## config.mk

```make
export PLATFORM = sky130hd
export DESIGN_NAME = r_inverse_backsub
export DESIGN_NICKNAME = d
export VERILOG_FILES = /design/src/rtl/rinv_pkg.sv /design/src/rtl/fxp_recip_seq.sv /design/src/rtl/r_inverse_backsub.sv
export SDC_FILE = /design/constraint.sdc
export NUM_CORES = 2
export LEC_CHECK = 0
export CAP_MARGIN = 20
export CORE_MARGIN = 2
export CORE_UTILIZATION = 40
export DETAILED_ROUTE_END_ITERATION = 7
export GPL_TIMING_DRIVEN = 0
export PLACE_DENSITY = 0.56
export SETUP_SLACK_MARGIN = 0.5
export SLEW_MARGIN = 10
export SYNTH_ARGS = -nofsm -noshare
export SYNTH_HDL_FRONTEND = slang
export SYNTH_SLANG_ARGS = --single-unit
```

## constraint.sdc

```tcl
create_clock -name clk -period 17.65 [get_ports clk]
set_clock_uncertainty 0.15 [all_clocks]
set_input_delay 3.53 -clock clk [delete_from_list [all_inputs] [get_ports clk]]
set_output_delay 3.53 -clock clk [all_outputs]
set_load 0.01 [all_outputs]
```

## src/rtl/rinv_pkg.sv

```systemverilog
// Shared types, constants and saturation helpers for r_inverse_backsub.
// Build with RINV_ROUND_EN defined for round-half-up arithmetic (latency +3).
package rinv_pkg;

  localparam int WORD_LENGTH     = 16;
  localparam int FRACTION_LENGTH = 12;
  localparam int DIV_ITER_DEF    = WORD_LENGTH + FRACTION_LENGTH;

`ifdef RINV_ROUND_EN
  localparam int ROUND_ITER = 1;
`else
  localparam int ROUND_ITER = 0;
`endif

  // Edges from the one that accepts valid to the one that raises done.
  localparam int LAT = 3 * (DIV_ITER_DEF + 1 + ROUND_ITER) + 9;

  typedef enum logic [2:0] {
    IDLE,
    RECIP1,
    RECIP2,
    RECIP3,
    MUL,
    DONE
  } state_t;

  function automatic longint sat_max(input int w);
    return (longint'(1) <<< (w - 1)) - longint'(1);
  endfunction

  function automatic longint sat_min(input int w);
    return -(longint'(1) <<< (w - 1));
  endfunction

  localparam longint SAT_MAX = sat_max(WORD_LENGTH);
  localparam longint SAT_MIN = sat_min(WORD_LENGTH);

  // Clamp a wide signed value into the range of a w-bit two's-complement word.
  function automatic longint sat_w(input longint x, input int w);
    longint hi;
    longint lo;
    hi = sat_max(w);
    lo = sat_min(w);
    if (x > hi) return hi;
    if (x < lo) return lo;
    return x;
  endfunction

endpackage

```

## src/rtl/fxp_recip_seq.sv

```systemverilog
// Sequential restoring reciprocal: result = sat(2^(2F) / divisor), one quotient bit per cycle.
// With RINV_ROUND_EN one extra iteration produces a round bit and the quotient is rounded.
module fxp_recip_seq
  import rinv_pkg::*;
#(
  parameter int W    = WORD_LENGTH,
  parameter int F    = FRACTION_LENGTH,
  parameter int ITER = W + F
) (
  input  logic         clk,
  input  logic         reset,
  input  logic         start,
  input  logic [W-1:0] divisor,
  output logic         busy,
  output logic         done,
  output logic         zero,
  output logic [W-1:0] result
);

`ifdef RINV_ROUND_EN
  localparam int N = ITER + 1;
`else
  localparam int N = ITER;
`endif
  localparam int CW = $clog2(N + 1);
  localparam int N1 = N + 1;

  localparam logic [N-1:0] DIVIDEND = N'(longint'(1) << (2 * F + N - ITER));
  localparam logic [W-1:0] POS_MAX  = {1'b0, {(W-1){1'b1}}};
  localparam logic [W-1:0] NEG_MAX  = {1'b1, {(W-1){1'b0}}};
  localparam logic [N-1:0] POS_LIM  = N'(POS_MAX);
  localparam logic [N-1:0] NEG_LIM  = N'(NEG_MAX);

  logic [W-1:0]  den_q;
  logic [W-1:0]  rem_q;
  logic [N-1:0]  num_q;
  logic [N-1:0]  quo_q;
  logic [CW-1:0] cnt_q;
  logic          neg_q;
  logic [W:0]    rem_shift;
  logic          rem_ge;
  logic [N-1:0]  q_mag;
  logic [W-1:0]  den_abs;

  assign den_abs   = divisor[W-1] ? (W'(0) - divisor) : divisor;
  assign rem_shift = {rem_q, num_q[N-1]};
  assign rem_ge    = (rem_shift >= {1'b0, den_q});

`ifdef RINV_ROUND_EN
  assign q_mag = N'(({1'b0, quo_q} + N1'(1)) >> 1);
`else
  assign q_mag = quo_q;
`endif

  // NOTE: sequential state uses non-blocking assignments so every register
  // samples pre-edge values regardless of statement order.
  always_ff @(posedge clk or negedge reset) begin
    if (!reset) begin
      den_q <= '0;
      rem_q <= '0;
      num_q <= '0;
      quo_q <= '0;
      cnt_q <= '0;
      neg_q <= 1'b0;
      zero  <= 1'b0;
      busy  <= 1'b0;
      done  <= 1'b0;
    end else begin
      done <= 1'b0;
      if (start && !busy) begin
        den_q <= den_abs;
        neg_q <= divisor[W-1];
        zero  <= (divisor == '0);
        rem_q <= '0;
        num_q <= DIVIDEND;
        quo_q <= '0;
        cnt_q <= CW'(N);
        busy  <= 1'b1;
      end else if (busy) begin
        rem_q <= rem_ge ? W'(rem_shift - {1'b0, den_q}) : W'(rem_shift);
        num_q <= {num_q[N-2:0], 1'b0};
        quo_q <= {quo_q[N-2:0], rem_ge};
        cnt_q <= cnt_q - CW'(1);
        if (cnt_q == CW'(1)) begin
          busy <= 1'b0;
          done <= 1'b1;
        end
      end
    end
  end

  // NOTE: every always_comb output gets a default first so no latch is inferred.
  always_comb begin
    result = q_mag[W-1:0];
    if (zero) begin
      result = POS_MAX;
    end else if (!neg_q) begin
      if (q_mag > POS_LIM) result = POS_MAX;
    end else if (q_mag > NEG_LIM) begin
      result = NEG_MAX;
    end else begin
      result = W'(0) - q_mag[W-1:0];
    end
  end

endmodule

```

## src/rtl/r_inverse_backsub.sv

```systemverilog
// U = R^-1 for a 3x3 upper-triangular R: three shared reciprocals, then seven multiplies.
// RINV_ROUND_EN switches multiplies and divider to round-half-up (latency +3).
module r_inverse_backsub
  import rinv_pkg::*;
#(
  parameter int wordLength     = WORD_LENGTH,
  parameter int fractionLength = FRACTION_LENGTH,
  parameter int DIV_ITER       = wordLength + fractionLength
) (
  input  logic                  clk,
  input  logic                  reset,
  input  logic                  valid,
  input  logic [wordLength-1:0] r11,
  input  logic [wordLength-1:0] r12,
  input  logic [wordLength-1:0] r13,
  input  logic [wordLength-1:0] r22,
  input  logic [wordLength-1:0] r23,
  input  logic [wordLength-1:0] r33,
  output logic [wordLength-1:0] u11,
  output logic [wordLength-1:0] u12,
  output logic [wordLength-1:0] u13,
  output logic [wordLength-1:0] u22,
  output logic [wordLength-1:0] u23,
  output logic [wordLength-1:0] u33,
  output logic                  done,
  output logic                  div_zero
);

  localparam int W  = wordLength;
  localparam int F  = fractionLength;
  localparam int W2 = 2 * W;
`ifdef RINV_ROUND_EN
  localparam logic signed [W2-1:0] RND = W2'(longint'(1) << (F - 1));
`endif

  typedef logic signed [W-1:0] word_t;

  // Signed W x W product, scaled back by F and saturated to W bits.
  function automatic word_t mul_sh(input word_t a, input word_t b);
    logic signed [W2-1:0] p;
    p = W2'(a) * W2'(b);
`ifdef RINV_ROUND_EN
    p = p + RND;
`endif
    return W'(sat_w(longint'(p >>> F), W));
  endfunction

  function automatic word_t neg_sat(input word_t x);
    return W'(sat_w(-longint'(x), W));
  endfunction

  state_t       state_q, state_d;
  logic [2:0]   step_q;
  logic         start_q;
  word_t        r11_q, r12_q, r13_q, r22_q, r23_q, r33_q;
  word_t        u11_q, u12_q, u13_q, u22_q, u23_q, u33_q;
  word_t        t_q;
  word_t        mul_a, mul_b, prod;
  logic         div_start, div_busy, div_done, div_is_zero;
  logic [W-1:0] div_operand, div_result;

  fxp_recip_seq #(.W(W), .F(F), .ITER(DIV_ITER)) u_recip (
    .clk     (clk),
    .reset   (reset),
    .start   (div_start),
    .divisor (div_operand),
    .busy    (div_busy),
    .done    (div_done),
    .zero    (div_is_zero),
    .result  (div_result)
  );

  // The next reciprocal is launched in the same cycle the previous one is captured.
  always_comb begin
    state_d     = state_q;
    div_start   = start_q && !div_busy;
    div_operand = r11_q;
    case (state_q)
      IDLE:   if (valid) state_d = RECIP1;
      RECIP1: if (div_done) begin
        state_d     = RECIP2;
        div_start   = 1'b1;
        div_operand = r22_q;
      end
      RECIP2: if (div_done) begin
        state_d     = RECIP3;
        div_start   = 1'b1;
        div_operand = r33_q;
      end
      RECIP3: if (div_done) state_d = MUL;
      MUL:    if (step_q == 3'd6) state_d = DONE;
      DONE:   state_d = IDLE;
      default: state_d = IDLE;
    endcase
  end

  always_comb begin
    mul_a = r12_q;
    mul_b = u22_q;
    case (step_q)
      3'd1: begin mul_a = t_q;   mul_b = u11_q; end
      3'd2: begin mul_a = r23_q; mul_b = u33_q; end
      3'd3: begin mul_a = t_q;   mul_b = u22_q; end
      3'd4: begin mul_a = r12_q; mul_b = u23_q; end
      3'd5: begin mul_a = r13_q; mul_b = u33_q; end
      3'd6: begin mul_a = t_q;   mul_b = u11_q; end
      default: ;
    endcase
  end

  assign prod = mul_sh(mul_a, mul_b);

  always_ff @(posedge clk or negedge reset) begin
    if (!reset) begin
      state_q  <= IDLE;
      step_q   <= '0;
      start_q  <= 1'b0;
      r11_q    <= '0;
      r12_q    <= '0;
      r13_q    <= '0;
      r22_q    <= '0;
      r23_q    <= '0;
      r33_q    <= '0;
      u11_q    <= '0;
      u12_q    <= '0;
      u13_q    <= '0;
      u22_q    <= '0;
      u23_q    <= '0;
      u33_q    <= '0;
      t_q      <= '0;
      u11      <= '0;
      u12      <= '0;
      u13      <= '0;
      u22      <= '0;
      u23      <= '0;
      u33      <= '0;
      done     <= 1'b0;
      div_zero <= 1'b0;
    end else begin
      state_q <= state_d;
      start_q <= 1'b0;
      done    <= 1'b0;
      if (div_done && div_is_zero) div_zero <= 1'b1;
      case (state_q)
        IDLE: begin
          r11_q <= r11;
          r12_q <= r12;
          r13_q <= r13;
          r22_q <= r22;
          r23_q <= r23;
          r33_q <= r33;
          step_q <= '0;
          if (valid) begin
            start_q  <= 1'b1;
            div_zero <= 1'b0;
          end
        end
        RECIP1: if (div_done) u11_q <= div_result;
        RECIP2: if (div_done) u22_q <= div_result;
        RECIP3: if (div_done) u33_q <= div_result;
        MUL: begin
          step_q <= step_q + 3'd1;
          case (step_q)
            3'd1:    u12_q <= neg_sat(prod);
            3'd3:    u23_q <= neg_sat(prod);
            3'd5:    t_q   <= W'(sat_w(longint'(t_q) + longint'(prod), W));
            3'd6:    u13_q <= neg_sat(prod);
            default: t_q   <= prod;
          endcase
        end
        DONE: begin
          u11  <= u11_q;
          u12  <= u12_q;
          u13  <= u13_q;
          u22  <= u22_q;
          u23  <= u23_q;
          u33  <= u33_q;
          done <= 1'b1;
        end
        default: ;
      endcase
    end
  end

endmodule

```

==> summary.txt <==
status - complete, no violations
CP arrival - 16.20 ns
Fill cells - 7067
r2r worst-path depth - 49
Non-Filler Instances - 4459
post-CTS setup buffers - 0
reg2reg setup slack - 1.73 ns
Skew-Pair Late Insertion Delay - 0.61 ns
Flop pwr share - 46.5%
Sw Pwr - 0.432 mW
Non-Filler Cell Area, Final - 34100 um^2
I/O Buffers - 196
ant diodes - 0
top_reg_cell synth - dfrtp_1
Crit Path Max Fanout - 10
Critical Path Sink Type - flip-flop
placed standard-cell area - 32600 um^2
worst hold path depth - 2
Mapped Area - 29300 um^2
Cell Pwr Density - 55.9 nW/um^2
First-pass DRT Iterations - 6
Rel. slew slack - 22.5%
Critical Path Start - step_q[2]
Synth Instances - 3220
GR Util All Layers - 25.2%
Internal - 1.47 mW
Wirelength per Cell - 20.8 um
Antenna Nets Post-Route - 0
largest net degree at the start of global routing - 105
critical path class - flip-flop to flip-flop
Core ar. - 72700 um^2
Logic pwr share - 2.2%
CTS buffer count - 43
Top Metal Used - met4
r2r endpoint - u12_q[8]
vias in the first global route - 23700
crit path to - u12_q[8]
endpoints failing hold - 0
syn_area_per_cell - 9.09 um^2
max FFs per register - 28
Yosys reg bits - 386
initial core utilization - 40.3%
Die Width - 275 um
Root Buffer - clkbuf_16
FFs w/ async S/R, synth - 100%
I/O pin count - 197
half-perimeter wire length after placement - 74200 um
Seq/Total Area, Yosys - 33.0%
WL met1 - 43500 um
grt ovf - 0
Post-synth EDFFs - 0
synthesis-to-finish area growth - 16.4%
RSZ-0062 raised after global routing - no
die area - 75400 um^2
Placed Cells incl. Taps - 4381
1st-iter DRT viols - 2094
H-tree levels - 2
worst hold path type - flip-flop to flip-flop
max_cap viols - 0
reg2reg start - step_q[2]
Switching Fraction - 22.7%
min-delay src - u33[10]
Max clock buf depth - 3
Post-CTS Resized - 0
peak supply drop - 0.0000906 V
RePlAce Congestion - 0.945
FP Rows - 99
DR vias/cell - 5.30
slowest CP cell - a21boi_0
max-slew violation count - 0
clk sinks - 386
clock share of power - 51.3%
CP Data Required Time - 17.93 ns
DRC viols - 0
f_max - 0.0628 GHz
final critical-path required period - 15.92 ns
syn nets - 3719
Register Area - 9660 um^2
area of the multi-input gates - 17600 um^2
overall power - 1.90 mW
Static Leak - 16.6 nW
most frequent CP cell - inv_1
Post-CTS Hold Fix Bufs - 0
layout cells sized above 1 - 6.63%
Worst-Margin Slew - 1.15 ns
number of synthesis warnings - 0
met3 WL - 6790 um
synth unique cells - 89
met2 WL post-DR - 40500 um
via count - 23600
first-pass GRT wire length - 144000 um
Routed WL - 92700 um
startpoint types - flip-flop
initial antenna violation count - 1
Final Setup Violations - 0
layout net count - 3966
Clock transition at path regs - 0.06 ns
Final period util - 90.2%
Die Ht - 275 um
worst stage delay on the critical path - 0.79 ns
CTS tree - done
power groups by stage:
stage	Combinational, mW	Sequential, mW	Clock [mW]
after floorplan	0.000193	0.901	0
after global placement	0.0420	0.903	0
after detailed placement	0.0442	0.901	0
after CTS	0.0444	0.885	0.997
after global routing	0.0476	0.884	1.03
final	0.0427	0.885	0.976
synth_stat cells, drive strengths merged, types with 18 or more instances:
master | count | share of area (%)
dfrtp | 386 | 33
inv | 396 | 5.1
nand2 | 653 | 8.4
ha | 137 | 5.9
nor2 | 208 | 2.7
a22o | 34 | 1.0
a22oi | 24 | 0.62
xnor2 | 49 | 1.5
fa | 263 | 18
mux2 | 106 | 4.1
a21o | 30 | 0.77
and2 | 21 | 0.45
xor2 | 22 | 0.66
nor3 | 29 | 0.50
nand2b | 24 | 0.51
clkbuf | 130 | 1.7
a21oi | 150 | 2.6
nand4 | 18 | 0.38
nand3 | 20 | 0.34
o21a | 25 | 0.64
o21ai | 231 | 4.0
worst min-delay path by stage:
stage / slack, ns / endpoint
2_1_floorplan: 0.28 / u12[12]
3_3_place_gp: 0.30 / u12[12]
3_5_place_dp: 0.31 / u12[12]
4_1_cts: 0.33 / u12[12]
5_1_grt: 0.34 / u13[7]
6_report: 0.32 / u33[10]
per-stage QoR:
step	setup WS, ns	util (%)	TNS (ns)	hold WS [ns]
after global placement	-5.01	44.6	-1914.72	0.303
final	1.73	46.9	0	0.320
after detailed placement	1.94	44.8	0	0.311
after floorplan	5.07	-	0	0.283
after CTS	1.92	46.9	0	0.327
after global routing	0.749	46.9	0	0.339
cells in the final DEF, fill, tap and decap left out, types with 12 or more instances in the layout:
master	n
nand2_1	653
inv_1	394
dfrtp_1	386
fa_1	263
o21ai_0	207
nor2_1	207
clkdlybuf4s50_1	195
a21oi_1	149
ha_1	137
clkbuf_1	136
mux2_2	105
xnor2_1	48
clkbuf_16	43
a22o_1	34
a21o_1	30
nor3_1	29
o21a_1	25
a22oi_1	24
nand2b_1	24
xor2_1	22
and2_1	21
o21ai_1	21
nand3_1	20
nand4_1	18
and3_1	16
or3_1	16
mux2i_1	15
a211oi_1	13
a221oi_1	13
a221o_1	13
o21bai_1	12
or2_2	12
nor4_1	12
a21boi_0	12
logic make-up after synthesis:
group / after synthesis / share of synthesized area [%]
and+or+nand+nor: 1066 / 15.5
AOI/OAI and AO/OA: 635 / 13.9
buffers and inverters: 541 / 7.05
adders and majority gates: 400 / 23.8
DFF: 386 / 33.0
muxes: 121 / 4.59
xor gates and xnor gates: 71 / 2.15
critical path: cells and delay by family (launching register included):
family	cells	cell delay (ns)
fa+ha+maj	10	4.52
flops	1	0.36
compound gates	14	4.55
buf+inv	17	3.64
simple gates	8	2.46
metal layers:
| metal | global-route usage (%) | vias up |
|---|---|---|
| li1 | - | 11100 |
| met1 | 37.6 | 11700 |
| met2 | 38.2 | 740 |
| met3 | 4.71 | 105 |
| met4 | 5.15 | 0 |
| met5 | 0 | - |
cell type report:
type                            instances  area share [%]
Tap cell                              959            3.52
Inverter                              397            4.37
Buffer                                144            1.68
Sequential cell                       386            28.3
Timing Repair Buffer                  202            6.09
Clock buffer                           55            3.44
Clock inverter                         23            1.02
Multi-Input combinational cell       2293            51.5
Note: power is estimated with default switching activity, not from simulation.
